$ cat config.mk
export PLATFORM = sky130hd
export DESIGN_NAME = array_b_buffer_loader_flat
export DESIGN_NICKNAME = d
export VERILOG_FILES = /design/src/rtl/array_b_buffer_loader_if.sv /design/src/rtl/array_b_buffer_loader.sv /design/src/flat_wrapper.sv
export SDC_FILE = /design/constraint.sdc
export NUM_CORES = 1
export LEC_CHECK = 0
export ABC_AREA = 1
export CAP_MARGIN = 30
export CORE_ASPECT_RATIO = 0.7
export CORE_MARGIN = 4
export CORE_UTILIZATION = 55
export DETAILED_ROUTE_END_ITERATION = 12
export GPL_TIMING_DRIVEN = 0
export MAX_ROUTING_LAYER = met4
export PLACE_DENSITY_LB_ADDON = 0.2
export SYNTH_ARGS = -nofsm -noshare
export SYNTH_HDL_FRONTEND = slang
export SYNTH_SLANG_ARGS = --single-unit
$ cat constraint.sdc
create_clock -name clk -period 2.3 [get_ports clk]
set_input_delay 0.46 -clock clk [delete_from_list [all_inputs] [get_ports clk]]
set_output_delay 0.46 -clock clk [all_outputs]
set_load 0.02 [all_outputs]
$ cat src/rtl/array_b_buffer_loader_if.sv
// Stream-in and B-buffer write bundle of the B operand loader.
// The slave modport is the loader; the master modport is its environment.
interface array_b_buffer_loader_if #(
   parameter int ARRAY_WIDTH          = 4,
   parameter int BUFFER_ADDRESS_WIDTH = 10,
   parameter int DATA_WIDTH           = 8
);
   logic [DATA_WIDTH-1:0]             s_data;
   logic                              s_valid;
   logic                              s_ready;
   logic                              b_wr_en;
   logic [BUFFER_ADDRESS_WIDTH-1:0]   b_wr_addr;
   logic [ARRAY_WIDTH*DATA_WIDTH-1:0] b_wr_data;
   logic                              done;

   modport slave (
      input  s_data, s_valid,
      output s_ready, b_wr_en, b_wr_addr, b_wr_data, done
   );

   modport master (
      output s_data, s_valid,
      input  s_ready, b_wr_en, b_wr_addr, b_wr_data, done
   );
endinterface

$ cat src/rtl/array_b_buffer_loader.sv
// Packs a row-major B element stream into ARRAY_WIDTH-lane words and
// writes them column-block major (addr = colblock*n + row).
module array_b_buffer_loader #(
   parameter int ARRAY_WIDTH          = 4,
   parameter int BUFFER_ADDRESS_WIDTH = 10,
   parameter int DATA_WIDTH           = 8
) (
   input  logic                        clk,
   input  logic                        reset_n,
   input  logic                        start_i,
   input  logic [15:0]                 n,
   input  logic [15:0]                 p,
   array_b_buffer_loader_if.slave      bif
);
   localparam int LG  = $clog2(ARRAY_WIDTH);
   localparam int EW  = (LG > 0) ? LG : 1;
   localparam int ABW = BUFFER_ADDRESS_WIDTH;
   localparam int WW  = ARRAY_WIDTH * DATA_WIDTH;

   typedef enum logic {IDLE, LOAD} state_e;

   state_e         state_q, state_d;
   logic [15:0]    n_q, n_d;
   logic [15:0]    cbl_q, cbl_d;
   logic [15:0]    cb_q, cb_d;
   logic [15:0]    row_q, row_d;
   logic [EW-1:0]  elem_q, elem_d;
   logic [ABW-1:0] ptr_q, ptr_d;
   logic [ABW-1:0] addr_q, addr_d;
   logic [WW-1:0]  pack_q, pack_d;
   logic [WW-1:0]  data_q, data_d;
   logic           rdy_q, rdy_d;
   logic           wr_q, wr_d;
   logic           done_q, done_d;

   logic acc, lane_last, cb_last, row_last;

   assign acc       = bif.s_valid & rdy_q;
   assign lane_last = (elem_q == EW'(ARRAY_WIDTH - 1));
   assign cb_last   = (cb_q == cbl_q - 16'd1);
   assign row_last  = (row_q == n_q - 16'd1);

   always_comb begin
      state_d = state_q;
      n_d     = n_q;
      cbl_d   = cbl_q;
      cb_d    = cb_q;
      row_d   = row_q;
      elem_d  = elem_q;
      ptr_d   = ptr_q;
      addr_d  = addr_q;
      data_d  = data_q;
      pack_d  = pack_q;
      wr_d    = 1'b0;
      done_d  = 1'b0;

      for (int i = 0; i < ARRAY_WIDTH; i++) begin
         if (acc && elem_q == EW'(i))
            pack_d[i*DATA_WIDTH +: DATA_WIDTH] = bif.s_data;
      end

      unique case (state_q)
         IDLE: begin
            if (start_i) begin
               state_d = LOAD;
               n_d     = n;
               cbl_d   = p >> LG;
               cb_d    = '0;
               row_d   = '0;
               elem_d  = '0;
               ptr_d   = '0;
            end
         end
         LOAD: begin
            if (acc) begin
               elem_d = lane_last ? '0 : elem_q + EW'(1);
               if (lane_last) begin
                  // pack_d already holds the final lane of this beat
                  wr_d   = 1'b1;
                  data_d = pack_d;
                  addr_d = ptr_q;
                  if (cb_last) begin
                     cb_d  = '0;
                     row_d = row_q + 16'd1;
                     ptr_d = ABW'(row_q + 16'd1);
                     if (row_last) begin
                        state_d = IDLE;
                        done_d  = 1'b1;
                     end
                  end else begin
                     cb_d  = cb_q + 16'd1;
                     ptr_d = ptr_q + ABW'(n_q);
                  end
               end
            end
         end
         default: state_d = IDLE;
      endcase

      rdy_d = (state_d == LOAD);
   end

   always_ff @(posedge clk or negedge reset_n) begin
      if (!reset_n) begin
         state_q <= IDLE;
         n_q     <= '0;
         cbl_q   <= '0;
         cb_q    <= '0;
         row_q   <= '0;
         elem_q  <= '0;
         ptr_q   <= '0;
         addr_q  <= '0;
         data_q  <= '0;
         pack_q  <= '0;
         rdy_q   <= 1'b0;
         wr_q    <= 1'b0;
         done_q  <= 1'b0;
      end else begin
         state_q <= state_d;
         n_q     <= n_d;
         cbl_q   <= cbl_d;
         cb_q    <= cb_d;
         row_q   <= row_d;
         elem_q  <= elem_d;
         ptr_q   <= ptr_d;
         addr_q  <= addr_d;
         data_q  <= data_d;
         pack_q  <= pack_d;
         rdy_q   <= rdy_d;
         wr_q    <= wr_d;
         done_q  <= done_d;
      end
   end

   assign bif.s_ready   = rdy_q;
   assign bif.b_wr_en   = wr_q;
   assign bif.b_wr_addr = addr_q;
   assign bif.b_wr_data = data_q;
   assign bif.done      = done_q;
endmodule
$ cat src/flat_wrapper.sv
// flat-port wrapper written by rule: the top's interface ports become plain ports
module array_b_buffer_loader_flat 
#(
   parameter int ARRAY_WIDTH          = 4,
   parameter int BUFFER_ADDRESS_WIDTH = 10,
   parameter int DATA_WIDTH           = 8
)
  (clk, reset_n, start_i, n, p, bif_s_data, bif_s_valid, bif_s_ready, bif_b_wr_en, bif_b_wr_addr, bif_b_wr_data, bif_done);
  array_b_buffer_loader_if #(.ARRAY_WIDTH(ARRAY_WIDTH), .BUFFER_ADDRESS_WIDTH(BUFFER_ADDRESS_WIDTH), .DATA_WIDTH(DATA_WIDTH)) bif_i ();
  input  logic clk;
  input  logic reset_n;
  input  logic start_i;
  input  logic [15:0] n;
  input  logic [15:0] p;
  input wire logic [$bits(bif_i.s_data)-1:0] bif_s_data;
  input wire logic [$bits(bif_i.s_valid)-1:0] bif_s_valid;
  output wire logic [$bits(bif_i.s_ready)-1:0] bif_s_ready;
  output wire logic [$bits(bif_i.b_wr_en)-1:0] bif_b_wr_en;
  output wire logic [$bits(bif_i.b_wr_addr)-1:0] bif_b_wr_addr;
  output wire logic [$bits(bif_i.b_wr_data)-1:0] bif_b_wr_data;
  output wire logic [$bits(bif_i.done)-1:0] bif_done;
  assign bif_i.s_data = bif_s_data;
  assign bif_i.s_valid = bif_s_valid;
  assign bif_s_ready = bif_i.s_ready;
  assign bif_b_wr_en = bif_i.b_wr_en;
  assign bif_b_wr_addr = bif_i.b_wr_addr;
  assign bif_b_wr_data = bif_i.b_wr_data;
  assign bif_done = bif_i.done;
  array_b_buffer_loader #(.ARRAY_WIDTH(ARRAY_WIDTH), .BUFFER_ADDRESS_WIDTH(BUFFER_ADDRESS_WIDTH), .DATA_WIDTH(DATA_WIDTH)) u_core (.clk(clk), .reset_n(reset_n), .start_i(start_i), .n(n), .p(p), .bif(bif_i));
endmodule
After elaboration in Yosys (flattened, before gate mapping)
Cells that the tools add are included.

storage, ports and cells
  register bits = 151
  bits in latches = 0
  memory bits (writable) = 0
  memory bits (read-only) = 0
  bits of input ports = 44
  output and inout port bits = 45
  word-level logic and storage cells = 75
  memories = 0

cells by class
  add/sub/neg operators = 6
  multipliers = 0
  div/mod/pow operators = 0
  $lt $le $gt $ge = 0
  eq/ne operators = 9
  shifts and indexed selects = 0
  multiplexer cells = 36
  bitwise gates (word level) = 2
  reductions and logical operators = 10

operators by type and width
  cell                                                                    count
  16-bit two-way mux                                                      7
  16-bit one-hot mux with 2 select lines                                  2
  10-bit two-way mux                                                      4
  16-bit by 1-bit adder with 16-bit output (second input constant)        2
  16-bit equality test                                                    2
  8-bit two-way mux                                                       4
  10-bit one-hot mux with 2 select lines                                  1
  16-bit by 1-bit subtractor with 16-bit output (second input constant)   1
  14-bit by 1-bit subtractor with 15-bit output (second input constant)   1
  1-bit two-way mux                                                       13
  10-bit adder                                                            1
  2-bit != test (second input constant)                                   4
  2-bit two-way mux                                                       3
  3-bit AND reduction                                                     2
  2-bit equality test (second input constant)                             2
  1-bit logical AND                                                       4
  2-bit one-hot mux with 2 select lines                                   1
  2-bit AND reduction                                                     2
  4-bit AND reduction                                                     1
  2-bit by 1-bit adder with 2-bit output (second input constant)          1
  2-bit by 1-bit equality test with 1-bit output (second input constant)  1
  2-bit zero test                                                         1
  1-bit one-hot mux with 2 select lines                                   1
  1-bit bitwise AND                                                       1
  1-bit inverter                                                          1

Longest topological paths before layout
Gate-level depths: netlist of the first run.

  depth after elaboration = 7
  gate-level depth with buffers = 16
  gate-level depth less buffers = 15

Worst setup path before layout of the first run
Ideal clock, no wire load.

  path type = reg-to-reg
  start point = register u_core.cbl_q[0]
  end point = register u_core.row_q[7]
  setup time = 0.117 ns
  arrival time = 1.960 ns
  data required time = 2.183 ns
  path slack = 0.223 ns
  cell stages (with the launch flop) = 17
  buffers on the path = 1
  period minus slack after synthesis = 2.077 ns
  cell sequence = dfrtp_1 inv_1 ha_1 nand2_4 nor2_4 nand2_2 nand2_2 nand2_1 nor2_2 nand2_2 nor2_4 nand2_4 nand2_8 nand2_4 buf_6 nand2_1 nand2_1

between the ends
  longest elaborated chain between the ends = 4

ends and longest elaborated chain
  item                                           line                          source
  from (decl)                                    array_b_buffer_loader.sv:24   logic [15:0] cbl_q, cbl_d;
  from (signal assigned)                         array_b_buffer_loader.sv:121  cbl_q <= cbl_d;
  14-bit by 1-bit subtractor with 15-bit output  array_b_buffer_loader.sv:40   assign cb_last = (cb_q == cbl_q - 16'd1);
  16-bit equality test                           array_b_buffer_loader.sv:40
  2-bit != test (no line)                        --
  4-bit AND reduction (no line)                  --
  to (signal assigned)                           array_b_buffer_loader.sv:123  row_q <= row_d;
  to (decl)                                      array_b_buffer_loader.sv:26   logic [15:0] row_q, row_d;

No other way between the ends.
A chain may end at the register's enable or synchronous reset.

Final worst setup path of the first run
  start point = register u_core.cbl_q[0]
  end point = register u_core.row_q[12]

The elaborated chain is that of the path after synthesis.

==> flow_summary.json, run 1 <==
{
  "synth_seq_area_share_pct": 45.0,
  "post_drt_wl_per_cell_um": 16.1,
  "path_clk_slew_ps": 60,
  "die_area_um2": 16500,
  "status": "complete, no violations",
  "final_core_util_pct": 70.1,
  "slew_viol_final": 0,
  "fillCellCount": 1185,
  "antenna_found_initial": 0,
  "slowest_delay_ps": 370,
  "critPathMaxFanout": 10,
  "fmax_mhz": 459,
  "cts_hold_buf": 0,
  "hpwl_mm": 15.8,
  "multi_input_area_um2": 3930,
  "placed_cells": 1300,
  "powerDensity_nw_per_um2": 1050,
  "drc_errors": 0,
  "nets": 1203,
  "hold_viol": 0,
  "synthTopCellsByCount": "nand2_1, dfrtp_1, nor2_1",
  "r2r_end": "u_core.row_q[12]$_DFFE_PN0P_",
  "synthFlopType": "dfrtp_1",
  "synth_most_common_cell": "nand2_1",
  "peakVddDrop_v": 0.000467,
  "gp_congestion": 0.915,
  "max_slew_margin_pct": 53.0,
  "synthArstFlopShare_pct": 100,
  "r2r_slack_ps": 120,
  "fin_skew_ps": 7.28,
  "dr.first_iter.drc_count": 578,
  "rows": 36,
  "vias_per_cell": 5.40,
  "synth_area_um2": 7950,
  "drt-pass1-iter-count": 5,
  "setup_slack_ps": 122,
  "avgSynthCellArea_um2": 7.77,
  "drive_gt1_share_pct": 9.63,
  "grt_first_pass_wirelength_mm": 35.0,
  "crit_top_cell": "nand2_1",
  "grt_max_degree": 80,
  "yosys.area.top_type": "dfrtp_1",
  "htreeDepth": 4,
  "setup_tns_ps": 0,
  "dpl_cell_area_um2": 9080,
  "grtUsageTotal_pct": 28.1,
  "die_w_um": 152,
  "min_period_ps": 2180,
  "crit_path_end_kind": "flop",
  "min_path_type": "in -> async",
  "yosysWarnings": 0,
  "timing_worst_setup_path_type": "reg -> reg",
  "cpMaxStageDelayCell": "dfrtp_1",
  "rr_worst_depth": 17,
  "grt-ovfl-total": 0,
  "netlist_instances": 1023,
  "diodes": 0,
  "die_h_um": 109,
  "grt_pass1_vias": 6821,
  "num_io_pins": 89,
  "seq_area_um2": 3580,
  "synth_nets": 1085,
  "cts.sinks": 143,
  "port_buffers": 86,
  "syn2layout_area_growth_pct": 24.0,
  "r2r_start": "u_core.cbl_q[0]$_DFFE_PN0P_",
  "synth-edff-count": 0,
  "pre_cts_ws_ps": -419,
  "ys_ff_latch": 143,
  "numCtsBuffers": 17,
  "clockBufferDepth": 2,
  "routed_wl_mm": 21.6,
  "cp_cell_sequence": "inv_2 > ha_4 > nand2_4 > nor2_4 > buf_4 > buf_4 > nand2_1 > nand2_1 > nand2_2 > nand2_2 > nor2_4 > nand2_4 > nand2_8 > nand2_4 > buf_6 > nand2_1 > nand2_1",
  "p_leak_nw": 4.92,
  "final_cell_area_um2": 9850,
  "worstSetupStartpointType": "flop",
  "critPathRequiredTime_ps": 2610,
  "period_share_pct": 94.7,
  "setup_viol": 0,
  "root_buffer": "clkbuf_16",
  "worstMarginPinSlew_ps": 706,
  "final_cells": 1343,
  "critical_path_arrival_ps": 2490,
  "synth.top_cell.area_share_pct": 45.0,
  "cts_tree": "done",
  "vias": 7249,
  "initial_core_util_pct": 56.6,
  "clock_latency_ps": 420,
  "synthDistinctLibCells": 39,
  "maxCapViolCount": 0,
  "fp.coreArea_um2": 14100,
  "synth_area_leaders": "dfrtp_1, nand2_1, nand3_1",
  "ant_nets": 0
}
[sequential cells by signal, indices dropped and copies added (netlist names), 2 cells and up]
| register | count |
|---|---|
| u_core.bif.b_wr_data | 32 |
| u_core.pack_q | 24 |
| u_core.cb_q | 16 |
| u_core.n_q | 16 |
| u_core.row_q | 16 |
| u_core.cbl_q | 14 |
| u_core.bif.b_wr_addr | 10 |
| u_core.ptr_q | 10 |
| u_core.elem_q | 2 |
[layout make-up]
type / instances / share of cell area [%]
buffer: 32 / 1.75
clock buffer: 19 / 4.39
clock inverter: 12 / 1.88
inverter: 89 / 3.43
multi-input combinational: 759 / 39.9
sequential: 143 / 36.3
tap: 190 / 2.41
timing repair buffer: 99 / 9.94
[cell usage in the layout, fill, tap and decap left out, types with 4 or more instances in the layout]
cell type        count
nand2_4              4
mux2_2              16
buf_6                6
buf_4               13
o22ai_1              4
clkbuf_16           17
nor2_2               8
clkdlybuf4s50_1     85
a21oi_1             33
clkbuf_2             6
xor2_1              35
nand4_1             20
bufinv_16            4
nand2_1            345
nand3_1             70
nor2_4               7
xnor2_1             26
ha_1                15
nor2_1              87
o21ai_1              4
nand2_2              6
nor3_1              11
clkbuf_1            16
o21ai_0             43
inv_1               85
nand3b_1             6
dfrtp_1            141
[worst max path at each step]
| stage | from | endpoint | depth (start not counted) |
|---|---|---|---|
| floorplan | u_core.cbl_q[0]$_DFFE_PN0P_ | u_core.row_q[7]$_DFFE_PN0P_ | 16 |
| global placement | reset_n | u_core.n_q[7]$_DFFE_PN0P_ | 1 |
| detailed placement | bif_s_valid | u_core.ptr_q[2]$_DFFE_PN0P_ | 8 |
| CTS | u_core.state_q$_DFF_PN0_ | u_core.cb_q[4]$_DFFE_PN0P_ | 11 |
| global route | u_core.cbl_q[1]$_DFFE_PN0P_ | u_core.row_q[6]$_DFFE_PN0P_ | 17 |
| finish | u_core.cbl_q[0]$_DFFE_PN0P_ | u_core.row_q[12]$_DFFE_PN0P_ | 17 |
[repair_timing]
item | CTS | global route
endpoints found under the setup margin | 51 | 52
buffers inserted | 2 | 10
pin swaps | 2 | 7
resized for setup | 9 | 18
gates cloned | 0 | 0
[critical path: cells and delay by family, from the launching register on]
kind	cells	cell delay (ps)
adders and majority gates	1	180
buffers and inverters	4	480
DFF	1	370
and+or+nand+nor	12	1050
[kinds of logic (layout without fill, tap and decap cells)]
family | after synthesis | in the layout | share of synthesized area, %
AO/OA/AOI/OAI | 91 | 91 | 6.01
XOR/XNOR | 61 | 61 | 6.72
adder cells (fa/ha/maj) | 18 | 18 | 2.93
buffers and inverters | 121 | 251 | 6.23
multiplexers | 16 | 16 | 2.27
flip-flops | 143 | 143 | 45.0
AND/OR/NAND/NOR | 573 | 573 | 30.8
[per-layer routing]
metal  vias up  global-route usage [%]  wire (um)
li1       3505                       -          -
met1      3426                    42.0      10300
met2       291                    39.7       9150
met3        27                    5.40       1820
met4         0                    6.79        293
met5         -                       -          0
[where the power goes]
| group | switching (mW) | internal [mW] | leakage (nW) |
|---|---|---|---|
| registers | 0.520 | 3.24 | 1.80 |
| clock network | 1.13 | 1.82 | 0.298 |
| logic | 2.10 | 1.52 | 2.82 |
[stage by stage]
stage	total power [mW]	hold slack [ps]
after global routing	11.0	66.2
after detailed placement	7.31	457
after global placement	7.23	455
after floorplan	5.90	164
after CTS	10.3	57.3
final	10.3	20.8
Note: power is estimated with default switching activity, not from simulation.
==> run 2, diff against run 1 <==
--- a/config.mk
+++ b/config.mk
@@ -9,8 +9,9 @@
 export CAP_MARGIN = 30
 export CORE_ASPECT_RATIO = 0.7
 export CORE_MARGIN = 4
-export CORE_UTILIZATION = 55
+export CORE_UTILIZATION = 45
 export DETAILED_ROUTE_END_ITERATION = 12
+export GPL_ROUTABILITY_DRIVEN = 1
 export GPL_TIMING_DRIVEN = 0
 export MAX_ROUTING_LAYER = met4
 export PLACE_DENSITY_LB_ADDON = 0.2
==> flow_summary.json, run 2 (same netlist as run 1, synthesis figures left out) <==
{
  "antenna_found_initial": 0,
  "drive_gt1_share_pct": 10.3,
  "die_h_um": 119,
  "grt_max_degree": 74,
  "rows": 40,
  "clock_latency_ps": 430,
  "crit_path_end_kind": "flop",
  "min_period_ps": 2190,
  "slew_viol_final": 0,
  "vias": 7160,
  "status": "complete, no violations",
  "fillCellCount": 1611,
  "cts.sinks": 143,
  "layout_common_cells": "nand2_1, dfrtp_1, inv_1, clkdlybuf4s50_1, nor2_1",
  "dpl_cell_area_um2": 9130,
  "max_slew_margin_pct": 52.8,
  "post_drt_wl_per_cell_um": 15.8,
  "routed_wl_mm": 21.9,
  "die_area_um2": 19900,
  "nets": 1204,
  "setup_tns_ps": 0,
  "worstSetupStartpointType": "flop",
  "final_common_cell": "nand2_1",
  "initial_core_util_pct": 46.0,
  "die_w_um": 167,
  "diodes": 0,
  "fin_skew_ps": 12.8,
  "critPathMaxFanout": 6,
  "final_core_util_pct": 57.8,
  "largest_reg_flops": 32,
  "timing_worst_setup_path_type": "reg -> reg",
  "final_cell_area_um2": 9980,
  "htreeDepth": 4,
  "clockBufferDepth": 2,
  "peakVddDrop_v": 0.000593,
  "gp_congestion": 0.921,
  "worstMarginPinSlew_ps": 708,
  "grt_first_pass_wirelength_mm": 35.3,
  "hpwl_mm": 16.0,
  "ant_nets": 0,
  "grt_pass1_vias": 6706,
  "setup_viol": 0,
  "maxCapViolCount": 0,
  "critPathRequiredTime_ps": 2620,
  "root_buffer": "clkbuf_16",
  "grt-ovfl-total": 0,
  "drc_errors": 0,
  "cts_tree": "done",
  "dr.first_iter.drc_count": 671,
  "critical_path_arrival_ps": 2510,
  "pre_cts_ws_ps": -548,
  "min_path_type": "in -> async",
  "path_clk_slew_ps": 70,
  "numCtsBuffers": 17,
  "syn2layout_area_growth_pct": 25.5,
  "port_buffers": 86,
  "num_io_pins": 89,
  "fmax_mhz": 456,
  "setup_slack_ps": 106,
  "drt-pass1-iter-count": 6,
  "fp.coreArea_um2": 17300,
  "p_leak_nw": 4.93,
  "vias_per_cell": 5.17,
  "grtUsageTotal_pct": 22.9,
  "hold_viol": 0,
  "powerDensity_nw_per_um2": 1030,
  "period_share_pct": 95.4
}
[run 2: area by class of cell]
type,count,area (um2),area share (%)
multi-input cells,759,4010,40.2
inverters,89,338,3.39
clock inverters,15,188,1.88
clock buffers,17,425,4.26
well taps,231,289,2.90
repair buffers,101,995,9.97
plain buffers,31,155,1.55
flip-flops and latches,143,3580,35.9
[run 2: per-layer routing]
metal | part of all wire, % | GRT usage [%]
met1 | 50 | 35.4
met2 | 42 | 30.9
met3 | 7.2 | 5.08
met4 | 0.83 | 4.55
met5 | 0 | -
[run 2: critical path: stages, from the launching register on]
cell	delay [ps]
dfrtp_1	520
nand3_1	170
nor3_1	450
nand2_1	190
nor2_1	200
xnor2_1	260
nand3_1	130
nand3_1	100
nand2_1	60
[run 2: worst paths after layout]
check | to | slack [ps] | from | cells past startpoint
max | u_core.ptr_q[9]$_DFFE_PN0P_ | 110 | u_core.row_q[0]$_DFFE_PN0P_ | 8
min | u_core.pack_q[21]$_DFF_PN0_ | 50 | reset_n | 1
max reg2reg | u_core.ptr_q[9]$_DFFE_PN0P_ | 110 | u_core.row_q[0]$_DFFE_PN0P_ | 8
min reg2reg | u_core.bif.b_wr_addr[5]$_DFFE_PN0P_ | 470 | u_core.bif.b_wr_addr[5]$_DFFE_PN0P_ | 2
max in group asynchronous | u_core.row_q[1]$_DFFE_PN0P_ | 1470 | reset_n | 2
min in group clk | u_core.bif.b_wr_addr[5]$_DFFE_PN0P_ | 470 | u_core.bif.b_wr_addr[5]$_DFFE_PN0P_ | 2
[run 2: metrics by stage]
| step | cells | hold WS, ps | power (mW) |
|---|---|---|---|
| 2_1_floorplan | 1023 | 164 | 5.90 |
| 3_3_place_gp | 1340 | 455 | 7.21 |
| 3_5_place_dp | 1341 | 458 | 7.28 |
| 4_1_cts | 1375 | 75.1 | 10.3 |
| 5_1_grt | 1386 | 91.5 | 11.0 |
| 6_report | 1386 | 45.5 | 10.3 |
[run 2: where the power goes]
group	switching, mW	internal (mW)
clock	1.27	1.66
sequential	0.495	3.24
combinational	2.12	1.52
total	3.88	6.42
[run 2: what timing repair did]
| action | in CTS | in global routing |
|---|---|---|
| hold buffers | 0 | 0 |
| gates resized for setup | 9 | 29 |
| buffers inserted | 2 | 13 |
| pin swaps | 2 | 11 |
| endpoints found under the setup margin | 51 | 54 |
| endpoints found under the hold margin | 0 | 0 |
